--- src/rtl/sec_timer_ctrl.sv ---
// rtl/sec_timer_ctrl.sv - 1 s prescaler plus BCD MM:SS up/down stopwatch FSM
// Optional SEC_TIMER_SAT_EN: up count saturates at 99:59 and enters DONE instead of wrapping.
module sec_timer_ctrl #(
  parameter int CLK_DIV = 24000000,
  parameter int DIV_W   = 25
) (
  input  logic       clk,
  input  logic       res,
  input  logic       start,
  input  logic       stop,
  input  logic       clear,
  input  logic       load,
  input  logic       mode,
  input  logic [7:0] preset_min,
  input  logic [7:0] preset_sec,
  output logic [7:0] min_bcd,
  output logic [7:0] sec_bcd,
  output logic       tick,
  output logic       running,
  output logic       done
);

  typedef enum logic [1:0] {S_IDLE, S_RUN, S_PAUSE, S_DONE} state_t;

  state_t           r_state;
  logic [DIV_W-1:0] r_presc;
  logic             r_mode;
  logic [7:0]       r_min;
  logic [7:0]       r_sec;
  logic             r_tick;
  logic             r_running;
  logic             r_done;

  logic [7:0] w_up_min, w_up_sec, w_dn_min, w_dn_sec;
  logic [7:0] w_pre_min, w_pre_sec;
  logic       w_presc_end, w_dn_zero, w_is_zero, w_at_max;

  function automatic logic [3:0] clamp_digit(input logic [3:0] d, input logic [3:0] lim);
    return (d > lim) ? lim : d;
  endfunction

  assign w_pre_min   = {clamp_digit(preset_min[7:4], 4'd9), clamp_digit(preset_min[3:0], 4'd9)};
  assign w_pre_sec   = {clamp_digit(preset_sec[7:4], 4'd5), clamp_digit(preset_sec[3:0], 4'd9)};
  assign w_presc_end = (r_presc == DIV_W'(CLK_DIV - 1));
  assign w_is_zero   = (r_min == 8'h00) && (r_sec == 8'h00);
  assign w_at_max    = (r_min == 8'h99) && (r_sec == 8'h59);
  assign w_dn_zero   = (w_dn_min == 8'h00) && (w_dn_sec == 8'h00);

  // Digit-wise carry chain; 99:59 naturally rolls to 00:00.
  always_comb begin
    w_up_min = r_min;
    w_up_sec = r_sec;
    if (r_sec[3:0] != 4'd9) begin
      w_up_sec[3:0] = r_sec[3:0] + 4'd1;
    end else begin
      w_up_sec[3:0] = 4'd0;
      if (r_sec[7:4] != 4'd5) begin
        w_up_sec[7:4] = r_sec[7:4] + 4'd1;
      end else begin
        w_up_sec[7:4] = 4'd0;
        if (r_min[3:0] != 4'd9) begin
          w_up_min[3:0] = r_min[3:0] + 4'd1;
        end else begin
          w_up_min[3:0] = 4'd0;
          w_up_min[7:4] = (r_min[7:4] != 4'd9) ? r_min[7:4] + 4'd1 : 4'd0;
        end
      end
    end
  end

  always_comb begin
    w_dn_min = r_min;
    w_dn_sec = r_sec;
    if (r_sec[3:0] != 4'd0) begin
      w_dn_sec[3:0] = r_sec[3:0] - 4'd1;
    end else begin
      w_dn_sec[3:0] = 4'd9;
      if (r_sec[7:4] != 4'd0) begin
        w_dn_sec[7:4] = r_sec[7:4] - 4'd1;
      end else begin
        w_dn_sec[7:4] = 4'd5;
        if (r_min[3:0] != 4'd0) begin
          w_dn_min[3:0] = r_min[3:0] - 4'd1;
        end else begin
          w_dn_min[3:0] = 4'd9;
          w_dn_min[7:4] = (r_min[7:4] != 4'd0) ? r_min[7:4] - 4'd1 : 4'd9;
        end
      end
    end
  end

  always_ff @(posedge clk) begin
    if (res) begin
      r_state   <= S_IDLE;
      r_presc   <= '0;
      r_mode    <= 1'b0;
      r_min     <= 8'h00;
      r_sec     <= 8'h00;
      r_tick    <= 1'b0;
      r_running <= 1'b0;
      r_done    <= 1'b0;
    end else begin
      r_tick <= 1'b0;
      if (clear) begin
        r_state   <= S_IDLE;
        r_presc   <= '0;
        r_min     <= 8'h00;
        r_sec     <= 8'h00;
        r_running <= 1'b0;
        r_done    <= 1'b0;
      end else if (load && (r_state != S_RUN)) begin
        r_state   <= S_IDLE;
        r_presc   <= '0;
        r_min     <= w_pre_min;
        r_sec     <= w_pre_sec;
        r_running <= 1'b0;
        r_done    <= 1'b0;
      end else begin
        case (r_state)
          S_RUN: begin
            if (w_presc_end) begin
              r_presc <= '0;
              r_tick  <= 1'b1;
              if (r_mode) begin
                r_min <= w_dn_min;
                r_sec <= w_dn_sec;
                if (w_dn_zero) begin
                  r_state   <= S_DONE;
                  r_running <= 1'b0;
                  r_done    <= 1'b1;
                end else if (stop) begin
                  r_state   <= S_PAUSE;
                  r_running <= 1'b0;
                end
              end
`ifdef SEC_TIMER_SAT_EN
              else if (w_at_max) begin
                r_state   <= S_DONE;
                r_running <= 1'b0;
                r_done    <= 1'b1;
              end
`endif
              else begin
                r_min <= w_up_min;
                r_sec <= w_up_sec;
                if (stop) begin
                  r_state   <= S_PAUSE;
                  r_running <= 1'b0;
                end
              end
            end else begin
              r_presc <= r_presc + DIV_W'(1);
              if (stop) begin
                r_state   <= S_PAUSE;
                r_running <= 1'b0;
              end
            end
          end
          // stop only has meaning in RUN/PAUSE, so it blocks start only when paused.
          S_IDLE, S_PAUSE: begin
            if (start && !(stop && (r_state == S_PAUSE))) begin
              r_mode <= mode;
              if (mode && w_is_zero) begin
                r_state <= S_DONE;
                r_done  <= 1'b1;
              end else begin
                r_state   <= S_RUN;
                r_running <= 1'b1;
              end
            end
          end
          default: ;
        endcase
      end
    end
  end

  assign min_bcd = r_min;
  assign sec_bcd = r_sec;
  assign tick    = r_tick;
  assign running = r_running;
  assign done    = r_done;

endmodule

--- config.mk ---
export PLATFORM = sky130hd
export DESIGN_NAME = sec_timer_ctrl
export DESIGN_NICKNAME = d
export VERILOG_FILES = /design/src/rtl/sec_timer_ctrl.sv
export SDC_FILE = /design/constraint.sdc
export NUM_CORES = 1
export LEC_CHECK = 0
export ABC_AREA = 0
export BUFFER_PORTS_ARGS = -buffer_cell sky130_fd_sc_hd__buf_2
export CAP_MARGIN = 5
export CELL_PAD_IN_SITES_DETAIL_PLACEMENT = 0
export CELL_PAD_IN_SITES_GLOBAL_PLACEMENT = 1
export CORE_UTILIZATION = 46
export DETAILED_ROUTE_END_ITERATION = 10
export PLACE_DENSITY = 0.83
export SYNTH_ARGS = -nofsm -noshare
export SYNTH_HDL_FRONTEND = slang
export SYNTH_SLANG_ARGS = --single-unit
--- constraint.sdc ---
create_clock -name clk -period 5.45 [get_ports clk]
set_input_delay 0.8175 -clock clk [delete_from_list [all_inputs] [get_ports clk]]
set_output_delay 0.8175 -clock clk [all_outputs]
set_load 0.01 [all_outputs]
==> run summary, run 1 <==
Crit path time final = 2.68 ns
Multi-input logic area = 0.00195 mm2
Max FO, Critical Path = 24
Max cap viols = 0
Critical-path top delay cell = nor2b_1
IO Port Bufs = 41
Crit-path leading delay family = simple AND/OR/NAND/NOR gates
Core area = 0.00639 mm2
Drt wl/cell = 15.8 um
# setup viols final = 0
Setup TNS = 0 ns
Synth area leaders = dfxtp_1 (31%), xnor2_1 (6.3%), nor2_1 (5.9%)
Largest vdd supply drop = 0.000136 V
RSZ-0062 raised after global routing = no
Die W = 83.5 um
Antenna-violating nets left = 0
Pins Over Slew Limit = 0
Worst-path clk slew = 0.09 ns
Global Route Usage Sum = 22.8%
Clock tree buffer depth = 2
Synthesized area = 0.00305 mm2
Synth warn = 0
CP endpoint kind = register
Worst-margin pin slew = 0.819 ns
H-tree depth = 2
ANT cells = 0
Distinct cell type count after synthesis = 63
# hold bufs at CTS = 0
Final WL = 7880 um
Seq. cell area = 941 um2
Vias = 3007
Yosys top cell area share = 30.8%
Rel. slew slack = 45.2%
Post-synth EDFFs = 0
Ratio of final minimum period to clock period = 49.1%
Largest net degree at the start of global routing = 25
Critical path class = reg2reg
Leakage = 1.11 nW
First-pass GRT wire length = 13000 um
Mean Syn Cell Area = 7.65 um2
Clock sink count = 47
Number of cells upsized or downsized after cts = 0
Post-DP HPWL = 5620 um
Fillers = 661
Hold Fails Final Rpt = 0
Core Util, Final = 52.3%
Status = finished clean
Arr. time, crit path = 2.84 ns
Hold slack = 0.477 ns
Post-synth top cells = nor2_1 (48), dfxtp_1 (47), nand2_1 (32), xnor2_1 (22), o21ai_0 (20)
Nets = 444
CP Cell Sequence = nor2b_1 -> nand3_1 -> or3_1 -> nand2_1 -> nor2_1
Synth Instances = 399
Crit-path max cell delay = 0.67 ns
Worst hold path type = reg2reg
#FFs+latches synth = 47
Vert. Die Dim = 83.5 um
First-pass detailed-route iteration total = 5
Count leader, synth = nor2_1
Seq/Total Area, Yosys = 30.8%
Die ar. = 0.00696 mm2
Vias per cell = 6.04
Clock latency on the worst-skew pair = 0.31 ns
Async set-reset flop share out of synthesis = 0%
Primary FF master, synth = dfxtp_1
Routability cong. = 0.793
FP Rows = 29
Fmax = 374 MHz
Initial antenna violation count = 0
PwrDens = 202 mW/mm2
Post-route worst setup slack = 2.77 ns
Req. time, crit path = 5.62 ns
DR iter-0 viols = 157
Fraction of layout instances using a drive strength above 1 = 14.0%
Top cell type by total area after synthesis = dfxtp_1
Critical path launch point type = register
Area growth, synth to finish = 9.39%
WP buf/inv = 0
Worst slack, placed = 2.77 ns
Post-CTS setup buffers = 0
Vias in the first global route = 2725
Final clock skew = 0.0101 ns
Drt drc = 0
CTS tree = done
Num CTS Buffers = 5
GR Overflow Total = 0
Starting Density = 47.8%
Syn nets = 423
Root buf cell = clkbuf_8
I/O pin cnt = 42
==> report_power, final <==
| part | leakage [nW] | switching (W) | total [W] | internal, W |
|---|---|---|---|---|
| logic | 0.686 | 0.0000520 | 0.0000885 | 0.0000366 |
| registers | 0.380 | 0.0000140 | 0.000363 | 0.000349 |
| clock network | 0.0454 | 0.000130 | 0.000222 | 0.0000925 |
| total | 1.11 | 0.000196 | 0.000673 | 0.000478 |
==> final timing paths <==
path	start	cells past startpoint	slack, ns	to
worst min register to register	done	2	0.48	done
worst max-delay path	r_state[0]	5	2.77	r_presc[18]
worst min-delay path	done	2	0.48	done
worst max register to register	r_state[0]	5	2.77	r_presc[18]
==> cell usage in the layout, fill, tap and decap left out, types with 3 or more instances in the layout <==
| cell type | instances |
|---|---|
| nor2_1 | 48 |
| dfxtp_1 | 47 |
| buf_2 | 41 |
| nand2_1 | 32 |
| xnor2_1 | 22 |
| o21ai_0 | 20 |
| nor3_1 | 18 |
| nand3_1 | 17 |
| nor4_1 | 15 |
| a21oi_1 | 14 |
| nand4_1 | 12 |
| inv_1 | 12 |
| nor2b_1 | 8 |
| a31oi_1 | 8 |
| nand2b_1 | 7 |
| and2_1 | 7 |
| mux2i_1 | 7 |
| xor2_1 | 6 |
| or3_1 | 5 |
| clkbuf_8 | 5 |
| and3_1 | 4 |
| a311oi_1 | 4 |
| and4b_1 | 3 |
| a21o_1 | 3 |
| a211oi_1 | 3 |
==> registers in the layout (all words and copies together) (netlist names) <==
signal	count
done	1
min_bcd	8
r_mode	1
r_presc	25
r_state	2
running	1
sec_bcd	8
tick	1
==> area by class of cell <==
class	count	area share, %
clock buffers	6	2.17
well taps	77	2.89
clock inverters	2	0.525
multi-input cells	312	58.5
inverters	12	1.35
flip-flops and latches	47	28.2
repair buffers	42	6.37
==> layer usage <==
metal / GRT usage [%] / wire, um / vias up
met2: 38.6 / 3850 / 73
li1: - / - / 1499
met3: 4.65 / 282 / 12
met1: 29.9 / 3640 / 1423
met5: 0 / 0 / -
met4: 5.86 / 112 / 0
==> worst register-to-register path, delay by kind of cell, from the launching register on <==
kind,cells,cell delay (ns)
flops,1,0.37
simple gates,5,2.18
==> through the flow <==
stage          cell area [um2]  power (W)  std cells
2_1_floorplan             3050   0.000429        399
3_3_place_gp              3250   0.000458        490
3_5_place_dp              3250   0.000458        490
4_1_cts                   3340   0.000680        498
5_1_grt                   3340   0.000705        498
6_report                  3340   0.000673        498
==> logic make-up after synthesis <==
group / count (synthesis) / synth area share [%]
xor+xnor: 28 / 8.04
simple gates: 197 / 35.7
compound gates: 78 / 17.2
mux: 8 / 2.67
flops: 47 / 30.8
buf+inv: 40 / 5.17
fa+ha+maj: 1 / 0.410
(Power assumes the default switching activity.)
==> run 2, diff against run 1 <==
--- a/config.mk
+++ b/config.mk
@@ -10,9 +10,9 @@
 export CAP_MARGIN = 5
 export CELL_PAD_IN_SITES_DETAIL_PLACEMENT = 0
 export CELL_PAD_IN_SITES_GLOBAL_PLACEMENT = 1
-export CORE_UTILIZATION = 46
+export CORE_UTILIZATION = 38
 export DETAILED_ROUTE_END_ITERATION = 10
-export PLACE_DENSITY = 0.83
+export PLACE_DENSITY = 0.73
 export SYNTH_ARGS = -nofsm -noshare
 export SYNTH_HDL_FRONTEND = slang
 export SYNTH_SLANG_ARGS = --single-unit
==> constraint.sdc (replaced) <==
create_clock -name clk -period 2.4 [get_ports clk]
set_input_delay 0.36 -clock clk [delete_from_list [all_inputs] [get_ports clk]]
set_output_delay 0.36 -clock clk [all_outputs]
set_load 0.01 [all_outputs]
==> run 2 against run 1 <==
Combinational power grew to 2.8 times the previous value. Wire length grew 4.5%. Clock skew shrank 0.0032 ns. Largest cell class unchanged. Critical endpoint is now sec_bcd[7]. Sequential share of layout area shrank 2.1 points. Hold slack lost 0.22 ns. Clock power grew to 2.6 times the previous value. Flip-flop and latch count is the same. Critical path type unchanged.
==> run summary, run 2 (synthesis gave the netlist of run 1 again) <==
Status = finished clean
Final Instance Area = 0.00361 mm2
Final Power = 0.00164 W
CP endpoint kind = register
CTS tree = done
ANT cells = 0
H-tree depth = 2
# setup viols final = 0
Clk network pwr share = 35.9%
Critical path launch point type = register
I/O pin cnt = 42
Core Util, Final = 46.7%
Fraction of layout instances using a drive strength above 1 = 19.9%
Die W = 91.6 um
Fillers = 776
IO Port Bufs = 41
Area growth, synth to finish = 18.3%
Routability cong. = 0.829
Clock latency on the worst-skew pair = 0.30 ns
Antenna-violating nets left = 0
Worst-margin pin slew = 0.636 ns
Cell Area, Placed = 0.00349 mm2
Vias = 3044
Post-DP HPWL = 6070 um
Root buf cell = clkbuf_8
Drt drc = 0
Flop2flop setup slack = 0.19 ns
Largest vdd supply drop = 0.000271 V
Vias per cell = 5.53
Fmax = 453 MHz
Worst-path clk slew = 0.09 ns
Global Route Usage Sum = 20.5%
Sw Ratio = 26.5%
Commonest cells after routing, fill and taps aside = nor2_1 (48), dfxtp_1 (45), buf_2 (41)
Rel. slew slack = 57.6%
Sequential Power Share = 49.2%
Hold Fails Final Rpt = 0
First-pass GRT wire length = 14000 um
Leakage = 1.27 nW
Internal = 0.00120 W
First-pass detailed-route iteration total = 4
Vias in the first global route = 2791
FP Rows = 32
Drt wl/cell = 15.0 um
Ratio of final minimum period to clock period = 92.0%
Worst hold path type = in2reg
Biggest register = r_presc
# hold bufs at CTS = 0
Critical path class = reg2reg
GR Overflow Total = 0
Pins Over Slew Limit = 0
Setup TNS = 0 ns
Max cap viols = 0
Max reg flops = 25
Clock tree buffer depth = 2
Core area = 0.00773 mm2
Sw power = 0.000433 W
Nets = 471
Num CTS Buffers = 5
Arr. time, crit path = 2.44 ns
Starting Density = 39.5%
Crit path time final = 2.21 ns
Final clock skew = 0.00693 ns
Vert. Die Dim = 91.6 um
Commonest non-fill, non-tap cell in the layout = nor2_1
Initial antenna violation count = 0
Largest net degree at the start of global routing = 25
Logic pwr share = 14.9%
DR iter-0 viols = 175
Final WL = 8240 um
Die ar. = 0.00839 mm2
Req. time, crit path = 2.63 ns
PwrDens = 453 mW/mm2
Clock sink count = 47
Max FO, Critical Path = 6
-- run 2: power groups by stage --
stage	combinational [W]	sequential, W	clock, W
6_report	0.000244	0.000805	0.000588
2_1_floorplan	0.000148	0.000827	0
3_3_place_gp	0.000242	0.000822	0
3_5_place_dp	0.000243	0.000822	0
5_1_grt	0.000271	0.000807	0.000637
4_1_cts	0.000244	0.000804	0.000613
-- run 2: critical path, cell delays in order, from the launching register on --
cell and delay, ns:
dfxtp_2 0.37, ha_1 0.17, nor4b_4 0.23, nand4_1 0.20, or4_4 0.50, or4b_1 0.52, a21oi_1 0.14
-- run 2: repair_timing --
| action | CTS | global route |
|---|---|---|
| setup buffers | 0 | 1 |
| setup endpoints to repair | 0 | 2 |
| gates resized for setup | 0 | 2 |
-- run 2: path summary, 6_finish.rpt --
path                                  from    endpoint  cells past startpoint
worst max-delay path            r_presc[0]  sec_bcd[7]                      6
worst min-delay path                   res      r_mode                      2
worst max register to register  r_presc[0]  sec_bcd[7]                      6
worst min register to register        done        done                      2
-- run 2: layer usage --
metal	GRT usage, %	up-vias	part of all wire [%]
met4	3.17	0	0.29
met3	3.23	2	5.3
met5	0	-	0
met2	30.8	83	43
li1	-	1544	-
met1	31.1	1415	52
-- run 2: area by class of cell --
class / instances / area, um2 / share of cell area, %
Multi-Input combinational cell: 312 / 1950 / 54.1
Inverter: 12 / 45.0 / 1.25
Timing Repair Buffer: 69 / 428 / 11.9
Tap cell: 102 / 128 / 3.54
Clock inverter: 3 / 43.8 / 1.21
Sequential cell: 47 / 943 / 26.1
Clock buffer: 5 / 68.8 / 1.91
-- run 2: per-stage QoR --
| step | hold WS (ns) | instances | worst slack, ns |
|---|---|---|---|
| after floorplan | 0.432 | 399 | 0.214 |
| after global placement | 0.461 | 541 | 0.149 |
| after detailed placement | 0.464 | 541 | 0.119 |
| after CTS | 0.235 | 549 | 0.0773 |
| after global routing | 0.251 | 550 | -0.000991 |
| final | 0.253 | 550 | 0.192 |
